**src/rtl/uart_rx_os.sv**
```systemverilog
// uart_rx_os -- oversampling UART receiver feeding the COMCONT command FIFO.
//
// The rx line is synchronised, then sampled OVERSAMPLE times per bit. Each bit
// is decided by a 3-sample majority vote around the bit centre. Frame format
// is configurable: 5..9 data bits, optional odd/even parity, 1 or 2 stop bits,
// and LSB- or MSB-first bit order. Errors are kept in sticky status bits.
//
// Ports
//   clk        system clock
//   rst        synchronous, active-high reset
//   rx         asynchronous serial input, idle high
//   fifoData   received word; the first line bit lands at index 0 (LSBFIRST)
//   fifoWrite  one-cycle write strobe into the downstream FIFO
//   fifoFull   downstream FIFO full; a completed frame is dropped (overrun)
//   errClear   clears all sticky error bits
//   error      sticky {BREAK, OVERRUN, PARITY, FRAMING}
//   busy       high whenever the receiver is not idle
module uart_rx_os #(
    parameter int    CLKFREQUENCY = 100_000_000,
    parameter int    BAUDRATE     = 9600,
    parameter int    OVERSAMPLE   = 16,
    parameter int    DATABITS     = 8,
    parameter string PARITY       = "NONE",
    parameter int    STOPBITS     = 1,
    parameter string SHIFT        = "LSBFIRST",
    parameter int    SYNCSTAGES   = 2
) (
    input  logic                clk,
    input  logic                rst,
    input  logic                rx,
    output logic [DATABITS-1:0] fifoData,
    output logic                fifoWrite,
    input  logic                fifoFull,
    input  logic                errClear,
    output logic [3:0]          error,
    output logic                busy
);

    localparam int TICKDIV   = CLKFREQUENCY / (BAUDRATE * OVERSAMPLE);
    localparam int DIVW      = (TICKDIV > 1) ? $clog2(TICKDIV) : 1;
    localparam int SW        = $clog2(OVERSAMPLE);
    localparam int BW        = $clog2(DATABITS + 1);
    localparam int H         = OVERSAMPLE / 2;
    localparam bit PAR_EN    = (PARITY != "NONE");
    localparam bit PAR_ODD   = (PARITY == "ODD");
    localparam bit MSB_FIRST = (SHIFT == "MSBFIRST");

    // Elaboration-time parameter sanity checks.
    if (OVERSAMPLE < 8 || (OVERSAMPLE % 2) != 0) begin : g_chk_os
        $error("uart_rx_os: OVERSAMPLE must be even and >= 8");
    end
    if (DATABITS < 5 || DATABITS > 9) begin : g_chk_db
        $error("uart_rx_os: DATABITS must be 5..9");
    end
    if (STOPBITS < 1 || STOPBITS > 2) begin : g_chk_sb
        $error("uart_rx_os: STOPBITS must be 1 or 2");
    end
    if (SYNCSTAGES < 2) begin : g_chk_sync
        $error("uart_rx_os: SYNCSTAGES must be >= 2");
    end
    if (TICKDIV < 1) begin : g_chk_div
        $error("uart_rx_os: clock too slow for BAUDRATE*OVERSAMPLE");
    end

    typedef enum logic [2:0] {
        S_IDLE     = 3'd0,
        S_START    = 3'd1,
        S_DATA     = 3'd2,
        S_PARITY   = 3'd3,
        S_STOP     = 3'd4,
        S_WAITIDLE = 3'd5
    } state_t;

    state_t state, state_next;

    // ------------------------------------------------------------------
    // Input synchroniser; preset to idle-high so reset never looks like a
    // start bit.
    // ------------------------------------------------------------------
    logic [SYNCSTAGES-1:0] sync_q;
    logic                  rx_s;

    always_ff @(posedge clk) begin
        if (rst) sync_q <= '1;
        else     sync_q <= {sync_q[SYNCSTAGES-2:0], rx};
    end

    assign rx_s = sync_q[SYNCSTAGES-1];

    // ------------------------------------------------------------------
    // Oversample tick divider and per-bit sample counter. Both restart on
    // the start-bit edge so every bit is sampled relative to that edge.
    // ------------------------------------------------------------------
    logic [DIVW-1:0] div_cnt;
    logic [SW-1:0]   s_cnt;
    logic            tick;
    logic            start_frame;

    assign tick = (div_cnt == DIVW'(TICKDIV - 1));

    always_ff @(posedge clk) begin
        if (rst || start_frame) begin
            div_cnt <= '0;
            s_cnt   <= '0;
        end else if (tick) begin
            div_cnt <= '0;
            s_cnt   <= (s_cnt == SW'(OVERSAMPLE - 1)) ? '0 : s_cnt + SW'(1);
        end else begin
            div_cnt <= div_cnt + DIVW'(1);
        end
    end

    // ------------------------------------------------------------------
    // Majority vote: two early samples are stored, the third is the live
    // synchronised value on the deciding tick.
    // ------------------------------------------------------------------
    logic v0, v1, vote;
    logic dec_tick, end_tick;

    assign dec_tick = tick && (s_cnt == SW'(H + 1));
    assign end_tick = tick && (s_cnt == SW'(OVERSAMPLE - 1));
    assign vote     = (v0 & v1) | (v0 & rx_s) | (v1 & rx_s);

    always_ff @(posedge clk) begin
        if (rst) begin
            v0 <= 1'b1;
            v1 <= 1'b1;
        end else begin
            if (tick && s_cnt == SW'(H - 1)) v0 <= rx_s;
            if (tick && s_cnt == SW'(H))     v1 <= rx_s;
        end
    end

    // ------------------------------------------------------------------
    // Frame datapath
    // ------------------------------------------------------------------
    logic [DATABITS-1:0] data_sh, data_shifted;
    logic [BW-1:0]       bit_cnt;
    logic                par_bit, par_bad, par_exp;
    logic                frm_bad, stop0_zero, stop_cnt;
    logic                last_stop, first_stop_zero, frm_now, brk;
    logic                shift_en, par_chk, stop_dec, stop_adv, complete;
    logic [3:0]          err_set;

    if (MSB_FIRST) begin : g_msb
        assign data_shifted = {data_sh[DATABITS-2:0], vote};
    end else begin : g_lsb
        assign data_shifted = {vote, data_sh[DATABITS-1:1]};
    end

    assign par_exp   = PAR_ODD ? ~^data_sh : ^data_sh;
    assign last_stop = (STOPBITS == 1) || stop_cnt;
    // With one stop bit the first stop bit is the one being decided now.
    assign first_stop_zero = (STOPBITS == 1) ? ~vote : stop0_zero;
    assign frm_now   = frm_bad | ~vote;
    assign brk       = (data_sh == '0) && (!PAR_EN || !par_bit) && first_stop_zero;

    always_ff @(posedge clk) begin
        if (rst) begin
            data_sh    <= '0;
            bit_cnt    <= '0;
            par_bit    <= 1'b0;
            par_bad    <= 1'b0;
            frm_bad    <= 1'b0;
            stop0_zero <= 1'b0;
            stop_cnt   <= 1'b0;
        end else begin
            if (start_frame) begin
                data_sh    <= '0;
                bit_cnt    <= '0;
                par_bit    <= 1'b0;
                par_bad    <= 1'b0;
                frm_bad    <= 1'b0;
                stop0_zero <= 1'b0;
                stop_cnt   <= 1'b0;
            end
            if (shift_en) begin
                data_sh <= data_shifted;
                bit_cnt <= bit_cnt + BW'(1);
            end
            if (par_chk) begin
                par_bit <= vote;
                par_bad <= (vote != par_exp);
            end
            if (stop_dec) begin
                if (!vote)      frm_bad    <= 1'b1;
                if (!last_stop) stop0_zero <= ~vote;
            end
            if (stop_adv) stop_cnt <= 1'b1;
        end
    end

    // ------------------------------------------------------------------
    // FSM
    // ------------------------------------------------------------------
    always_ff @(posedge clk) begin
        if (rst) state <= S_IDLE;
        else     state <= state_next;
    end

    always_comb begin
        state_next  = state;
        start_frame = 1'b0;
        shift_en    = 1'b0;
        par_chk     = 1'b0;
        stop_dec    = 1'b0;
        stop_adv    = 1'b0;
        complete    = 1'b0;
        case (state)
            S_IDLE: begin
                if (!rx_s) begin
                    state_next  = S_START;
                    start_frame = 1'b1;
                end
            end
            S_START: begin
                // A start bit that votes high was a glitch: drop it silently.
                if (dec_tick && vote) state_next = S_IDLE;
                else if (end_tick)    state_next = S_DATA;
            end
            S_DATA: begin
                if (dec_tick) shift_en = 1'b1;
                if (end_tick && bit_cnt == BW'(DATABITS))
                    state_next = PAR_EN ? S_PARITY : S_STOP;
            end
            S_PARITY: begin
                if (dec_tick) par_chk = 1'b1;
                if (end_tick) state_next = S_STOP;
            end
            S_STOP: begin
                // Finish at the decision point of the last stop bit so the
                // next start edge is never missed.
                if (dec_tick) begin
                    stop_dec = 1'b1;
                    if (last_stop) begin
                        complete   = 1'b1;
                        state_next = brk ? S_WAITIDLE : S_IDLE;
                    end
                end else if (end_tick) begin
                    stop_adv = 1'b1;
                end
            end
            S_WAITIDLE: begin
                if (rx_s) state_next = S_IDLE;
            end
            default: state_next = S_IDLE;
        endcase
    end

    // ------------------------------------------------------------------
    // Frame completion and sticky errors
    // ------------------------------------------------------------------
    always_comb begin
        err_set = 4'b0000;
        if (complete) begin
            if (brk)           err_set[3] = 1'b1;
            else if (fifoFull) err_set[2] = 1'b1;
            else begin
                err_set[1] = par_bad;
                err_set[0] = frm_now;
            end
        end
    end

    always_ff @(posedge clk) begin
        if (rst) begin
            fifoData  <= '0;
            fifoWrite <= 1'b0;
            error     <= 4'b0000;
        end else begin
            fifoWrite <= 1'b0;
            // OR-ing set events after the clear lets a same-cycle set win.
            error     <= (errClear ? 4'b0000 : error) | err_set;
            if (complete && !brk && !fifoFull) begin
                fifoData  <= data_sh;
                fifoWrite <= 1'b1;
            end
        end
    end

    assign busy = (state != S_IDLE);

endmodule

```
**config.mk**
```make
export PLATFORM = sky130hd
export DESIGN_NAME = uart_rx_os
export DESIGN_NICKNAME = d
export VERILOG_FILES = /design/src/rtl/uart_rx_os.sv
export SDC_FILE = /design/constraint.sdc
export NUM_CORES = 1
export LEC_CHECK = 0
export CORE_MARGIN = 4
export CORE_UTILIZATION = 30
export CTS_BUF_LIST = sky130_fd_sc_hd__clkbuf_16
export DETAILED_ROUTE_END_ITERATION = 12
export HOLD_SLACK_MARGIN = 0.02
export PLACE_DENSITY = 0.56
export RECOVER_POWER = 25
export SLEW_MARGIN = 30
export SYNTH_ARGS = -nofsm -noshare
export SYNTH_HDL_FRONTEND = slang
export SYNTH_SLANG_ARGS = --single-unit
```
**constraint.sdc**
```tcl
create_clock -name clk -period 4.2 [get_ports clk]
set_clock_uncertainty 0.05 [all_clocks]
set_input_delay 0.42 -clock clk [delete_from_list [all_inputs] [get_ports clk]]
set_output_delay 0.42 -clock clk [all_outputs]
set_load 0.02 [all_outputs]
```
Yosys cells after proc, flatten, opt, wreduce, memory -nomap -nowiden
Index checks and enable logic that the tools add are counted.
- flip-flop bits (word level): 48
- input port bits: 5
- word-level logic and storage cells: 94
- add/sub/neg operators: 3
- eq/ne operators: 18
- multiplexer cells: 32
- bitwise gates (word level): 8
- reductions and logical operators: 20
- operators by type and width (operator ; count):
    $mux 3 ; 9
    $mux 4 ; 5
    $pmux 3 s6 ; 1
    $eq 4x4->1 const B ; 4
    $mux 8 ; 2
    $mux 1 ; 14
    $add 10x1->10 const B ; 1
    $eq 10x10->1 const B ; 1
    $ne 2x2->1 const B ; 5
    $logic_and 1x1->1 ; 9
    $add 4x1->4 const B ; 2
    $logic_not 8->1 ; 1
    $reduce_xor 8->1 ; 1
    $eq 3x2->1 const B ; 2
    $eq 3x3->1 const B ; 2
    $reduce_and 6->1 ; 1
    $eq 4x3->1 const B ; 1
    $or 4x4->4 ; 1
    $reduce_bool 2->1 ; 2
    $and 1x1->1 ; 3
    $eq 3x1->1 const B ; 1
    $logic_not 3->1 ; 1
    $ne 3x3->1 const B ; 1
    $or 1x1->1 ; 3
    7 further kinds ; 8

Logic depth before layout (Yosys ltp)
Gate-level depths: netlist of run 1.
- depth after elaboration: 9
- depth in mapped cells: 9
- mapped depth without buffers: 7

Least setup slack after synthesis of run 1
Ideal clock, no wire load.
- path type: flip-flop to flip-flop
- from: register div_cnt[0]
- to: register state[0]
- setup time: 0.121 ns
- arrival time: 1.700 ns
- required time: 4.029 ns
- path slack: 2.330 ns
- stages on the path, launching flop included: 9
- path buffers: 1
- period minus slack after synthesis: 1.870 ns
- cell sequence: dfxtp_1 inv_1 ha_1 and3b_1 and4_1 buf_6 o211ai_2 nand3b_1 mux2_2
- cells in the longest elaborated chain, start to end: 5
- elaborated cells on any way between the ends: 12
- ends and longest elaborated chain (item ; RTL line ; source):
    from (decl) ; 94 ; logic [DIVW-1:0] div_cnt;
    from (signal assigned) ; 109 ; div_cnt <= div_cnt + DIVW'(1);
    $eq 10x10->1 (*) ; 99 ; assign tick = (div_cnt == DIVW'(TICKDIV - 1));
    $logic_and 1x1->1, on equally long branches ; 120, 121 ;
    $logic_and 1x1->1, on equally long branches ; 218, 223 ;
    $ne 3x3->1 (no source line) (tied with other cells) ; -- ;
    $reduce_and 6->1 (no source line) / $pmux 3 s6 (equally long branches) ; -- ;
    to (signal assigned) ; 198 ; else state <= state_next;
    to (decl) ; 74 ; state_t state, state_next;
Mark *: on every way between the ends. The rest lies on a longest branch, timed or not.
A chain may end at the register's enable or synchronous reset.

Worst setup path in the final report of run 1
- from: input port rst
- to: register div_cnt[9]
- cells in the longest elaborated chain, start to end: 2
- ends and longest elaborated chain (item ; RTL line ; source):
    from (decl) ; 29 ; input logic rst,
    $logic_or 1x1->1 ; 102 ; if (rst || start_frame) begin
    $reduce_or 2->1 (no source line) ; -- ;
No other way between the ends.

==> results of run 1 <==
[cell usage in the layout (no fill, tap or decap), drive strengths merged, types with 2 or more instances in the layout]
| cell type | netlist | routed |
|---|---|---|
| dfxtp | 48 | 48 |
| nor2 | 33 | 33 |
| nand3 | 21 | 21 |
| a21oi | 20 | 20 |
| nand2 | 19 | 19 |
| inv | 17 | 17 |
| ha | 11 | 11 |
| mux2i | 10 | 10 |
| xnor2 | 10 | 10 |
| dlygate4sd3 | 0 | 10 |
| clkdlybuf4s50 | 0 | 8 |
| nor2b | 7 | 7 |
| clkbuf | 4 | 6 |
| nor3 | 4 | 4 |
| or2 | 4 | 4 |
| nand3b | 4 | 4 |
| xor2 | 4 | 4 |
| or3 | 4 | 4 |
| o21ai | 4 | 4 |
| and3 | 4 | 4 |
| nand4 | 3 | 3 |
| and2 | 3 | 3 |
| nor4b | 2 | 2 |
| and3b | 2 | 2 |
| and4 | 2 | 2 |
| nor3b | 2 | 2 |
| nand2b | 2 | 2 |
| clkinv | 0 | 2 |
[metal layers]
| metal | share of wire (%) | track usage (%) | wire length, um | up-vias |
|---|---|---|---|---|
| met5 | 0 | 0 | 0 | - |
| met1 | 53 | 15.6 | 2320 | 768 |
| li1 | - | - | - | 911 |
| met4 | 0.84 | 2.84 | 37 | 0 |
| met2 | 43 | 15.5 | 1900 | 20 |
| met3 | 3.2 | 2.45 | 139 | 5 |
[worst paths after layout]
path / to / slack (ps) / cells after the start
max: div_cnt[9] / 1550 / 5
min: sync_q[1] / 360 / 1
max reg2reg: fifoData[6] / 1760 / 6
min reg2reg: sync_q[1] / 360 / 1
[layout make-up]
class | instances | area [sq um]
fillers | 767 | 4660
multi-input cells | 186 | 1220
flip-flops and latches | 48 | 961
repair buffers | 19 | 184
clock buffers | 5 | 125
well taps | 99 | 124
inverters | 17 | 63.8
clock inverters | 3 | 37.5
[power by group through the flow]
stage / Clock [mW] / Sequential, mW / Combinational, mW
CTS: 0.452 / 0.489 / 0.131
global route: 0.470 / 0.492 / 0.146
floorplan: 0 / 0.490 / 0.105
finish: 0.438 / 0.490 / 0.129
detailed placement: 0 / 0.500 / 0.130
global placement: 0 / 0.499 / 0.130
[metrics by stage]
| step | hold slack, ps | utilization [%] | power [mW] |
|---|---|---|---|
| final | 362 | 36.8 | 1.06 |
| after global routing | 377 | 36.8 | 1.11 |
| after floorplan | 339 | - | 0.595 |
| after detailed placement | 350 | 34.6 | 0.630 |
| after global placement | 345 | 34.6 | 0.629 |
| after CTS | 365 | 36.8 | 1.07 |
[registers in the layout, summed over array words and instances, names as in the netlist]
register   cells
s_cnt          4
state          3
par_bad        1
data_sh        8
fifoWrite      1
frm_bad        1
div_cnt       10
v1             1
bit_cnt        4
v0             1
sync_q         2
error          4
fifoData       8
[cell families after synthesis]
family,synth area share (%)
buffers and inverters,5.59
adders and majority gates,6.57
and+or+nand+nor,27.5
muxes,4.83
AOI/OAI and AO/OA,8.57
DFF,41.7
xor gates and xnor gates,5.32
[worst register-to-register path: cells and delay by family (launching register included)]
kind	cells	cell delay [ps]
AND/OR/NAND/NOR	4	1380
flip-flops	1	420
multiplexers	1	260
adder cells (fa/ha/maj)	1	170
==> out/metrics.yaml, run 1 <==
cts:
  root_buffer: "clkbuf_16"
  insertion_delay_ps: 280
  cts_resized: 0
  cts_num_sinks: 48
  cts_buffers: 5
  htree_levels: 2
  hold_buffers: 0
  clk_path_buf_depth: 2
  path_clk_slew_ps: 60
  cts_setup_buffers: 0
  cts_tree: "yes"
power:
  p_sw_uw: 249
  p_seq_share_pct: 46.3
  powerDensity_nw_per_um2: 390
  sw_frac_of_total_pct: 23.6
  leakagePower_nw: 0.980
  internal_power_uw: 807
  power_frac_comb_pct: 12.2
  clock_power_share_pct: 41.4
  worst_ir_drop_vdd_v: 0.000178
critical_path:
  crit_family: "buffers and inverters"
  r2r-start: "s_cnt[0]"
  cp-start-kind: "input pin"
  worstSetupStartpoint: "rst"
  required_ps: 4310
  cpPeakStageDelay_ps: 970
  cp-end-kind: "register"
  critPathSlowestCell: "clkbuf_1"
  path_class: "in2reg"
  cp_cell_sequence: "dlygate4sd3_1 -> clkbuf_1 -> inv_1 -> nand3_1 -> nor2_1"
  path_buf_inv: 3
  worst_ep_arrival_time_ps: 2760
  cp_max_fo: 31
cells_and_area:
  area_growth_pct: 17.6
  instances_no_fill: 377
  antennaDiodeCount: 0
  fin_area_sq_um: 2710
  layout-drive-gt1-share_pct: 7.91
  num-nets-final: 293
timing:
  final_hold_viol_count: 0
  fin_ws_ps: 1550
  fin_setup_tns_ps: 0
  period_share_pct: 63.2
  max_freq_mhz: 377
  worst_pin_slew_ps: 1340
  final_max_slew_viol_count: 0
  rsz0062_at_grt: "no"
  max_slew_margin_pct: 10.7
  setup_viol: 0
  period_minus_slack_ps: 2650
logic_synthesis:
  seq_area_frac_synth_pct: 41.7
  synthTopCellsByCount: "dfxtp_1 (48), nor2_1 (33), nand3_1 (21), a21oi_1 (20), nand2_1 (19)"
  synth_area_sq_um: 2310
  synthTopCellsByArea: "dfxtp_1 (42%), ha_1 (6.0%), nor2_1 (5.4%), nand3_1 (4.6%), a21oi_1 (4.3%)"
  yosysTopAreaCell: "dfxtp_1"
  yosys_warnings: 0
  syn_inst: 262
  synth_top_area_share_pct: 41.7
  avgSynthCellArea_sq_um: 8.80
  synth_edf_count: 0
  synth-main-ff-cell: "dfxtp_1"
  synth.ff_latch_count: 48
  yosysMostFrequentCell: "dfxtp_1"
  synthArstFlopShare_pct: 0
  synth.distinct_cells: 44
  syn_nets: 278
placement:
  numPortBuffers: 18
  place_ws_ps: 1810
  gp_congestion: 0.799
  dpl.hpwl_mm: 3.05
  placedInstanceArea_sq_um: 2550
  placed_cells: 369
global_route:
  antenna_found_initial: 0
  grt_usage_pct: 10.6
  grt_pass1_vias: 1645
  grt_pass1_wl_mm: 7.88
  grt_max_degree: 32
  grt-ovfl-total: 0
route:
  vias: 1704
  drt_wl_total_mm: 4.40
  post_drt_wl_per_cell_um: 11.7
  drt_pre_antenna_iters: 4
  first_iter_violations: 80
  post_drt_via_cell_ratio: 4.52
  drc: 0
  ant_nets: 0
min_path:
  hp-class: "reg2reg"
  hold_path_startpoint: "sync_q[0]"
die:
  boundaryPins: 19
  initial_core_util_pct: 31.3
  dieWidth_um: 95.7
  dieHeight_um: 95.7
  placementRows: 31
  coreArea_sq_um: 7370
  die_area_sq_um: 9150
status:
  status: "complete, no violations"
flow_run:
  drv_cap: 0
No activity file was read; power rests on OpenSTA's default activity.
==> run 2, diff against run 1 <==
- clock period: 4.2 -> 2.6 ns (I/O delays scaled with it)
==> out/metrics.yaml, run 2 (same netlist as run 1, synthesis figures left out) <==
status:
  status: "complete, no violations"
timing:
  max_freq_mhz: 458
  rsz0062_at_grt: "no"
  setup_viol: 0
  period_share_pct: 84.0
  final_max_slew_viol_count: 0
  fin_setup_tns_ps: 0
  final_hold_viol_count: 0
  max_slew_margin_pct: 15.1
  period_minus_slack_ps: 2180
  worst_pin_slew_ps: 1270
cells_and_area:
  fillerInstances: 756
  antennaDiodeCount: 0
  layout_commonest_cell: "dfxtp_1"
  largest_reg_flops: 10
  largestRegisters: "div_cnt: 10 flops, data_sh: 8 flops, fifoData: 8 flops"
  mostFrequentLayoutCells: "dfxtp_1 (48), nor2_1 (33), nand3_1 (21), a21oi_1 (20), nand2_1 (19)"
  top_register: "div_cnt"
  fin_area_sq_um: 2710
  layout-drive-gt1-share_pct: 8.93
  area_growth_pct: 17.4
  num-nets-final: 295
route:
  drc: 0
  ant_nets: 0
  post_drt_via_cell_ratio: 4.70
  drt_pre_antenna_iters: 4
  drt_wl_total_mm: 4.37
  vias: 1780
  first_iter_violations: 91
  post_drt_wl_per_cell_um: 11.5
critical_path:
  required_ps: 2680
  cp-start-kind: "register"
  path_buf_inv: 1
  r2r-start: "s_cnt[0]"
  worstSetupStartpoint: "s_cnt[0]"
  cp_cell_sequence: "ha_1 -> and3b_1 -> and4_1 -> nor4b_4 -> buf_4 -> mux2i_1 -> nor2_1"
  reg2reg_slack_ps: 420
  cp-end-kind: "register"
  crit_family: "simple AND/OR/NAND/NOR gates"
  worst_ep_arrival_time_ps: 2260
  critPathSlowestCell: "dfxtp_1"
  cpPeakStageDelay_ps: 420
  cp_max_fo: 10
  path_class: "reg2reg"
placement:
  gp_congestion: 0.737
  numPortBuffers: 18
  placedInstanceArea_sq_um: 2570
  dpl.hpwl_mm: 3.06
global_route:
  grt_max_degree: 31
  grt_pass1_wl_mm: 7.74
  antenna_found_initial: 0
  grt_usage_pct: 10.5
  grt-ovfl-total: 0
  grt_pass1_vias: 1718
die:
  coreArea_sq_um: 7370
  die_area_sq_um: 9150
  placementRows: 31
  boundaryPins: 19
  initial_core_util_pct: 31.3
  dieHeight_um: 95.7
  dieWidth_um: 95.7
cts:
  cts_tree: "yes"
  htree_levels: 2
  cts_setup_buffers: 0
  cts_num_sinks: 48
  path_clk_slew_ps: 60
  hold_buffers: 0
  insertion_delay_ps: 280
  root_buffer: "clkbuf_16"
  clk_path_buf_depth: 2
  cts_buffers: 5
  cts_resized: 0
power:
  leakagePower_nw: 0.988
  powerDensity_nw_per_um2: 601
  worst_ir_drop_vdd_v: 0.000323
min_path:
  hold_path_startpoint: "sync_q[0]"
  hp-class: "reg2reg"
flow_run:
  drv_cap: 0
run 2: cell types whose count changed in the layout (fill, tap and decap cells not counted):
cell,previous run,this run
clkdlybuf4s50_1,8,4
dlygate4sd3_1,10,14
buf_4,0,2
clkinvlp_4,0,2
bufinv_16,1,0
clkinv_1,2,1
run 2: layer usage:
layer  up-vias  global-route usage (%)  share of wire (%)
met2        40                    16.6                 44
met5         -                       0                  0
met4         0                    3.55                1.5
met1       816                    13.9                 50
li1        917                       -                  -
met3         7                    2.45                5.1
run 2: layout make-up:
| type | count | area, sq um | share of cell area [%] |
|---|---|---|---|
| Inverter | 17 | 63.8 | 2.36 |
| Multi-Input combinational cell | 186 | 1220 | 44.9 |
| Clock inverter | 3 | 18.8 | 0.693 |
| Sequential cell | 48 | 961 | 35.5 |
| Timing Repair Buffer | 21 | 199 | 7.35 |
| Tap cell | 99 | 124 | 4.57 |
| Clock buffer | 5 | 125 | 4.62 |
run 2: where the power goes:
part | total [mW] | internal (mW) | switching, mW
clock | 0.626 | 0.353 | 0.273
combinational | 0.211 | 0.100 | 0.110
sequential | 0.791 | 0.757 | 0.0344
total | 1.63 | 1.21 | 0.417
run 2: worst paths after layout:
kind,cells after the start,to
worst max-delay path,7,fifoData[1]
worst max register to register,7,fifoData[1]
worst min-delay path,1,sync_q[1]
worst min register to register,1,sync_q[1]
run 2: through the flow:
stage	util (%)	std cells	hold WS, ps	power (mW)	setup WS, ps
after floorplan	-	262	286	0.962	730
after global placement	34.8	371	341	1.02	532
after detailed placement	34.8	371	345	1.02	484
after CTS	36.8	379	361	1.65	470
after global routing	36.7	379	384	1.70	156
final	36.7	379	357	1.63	415
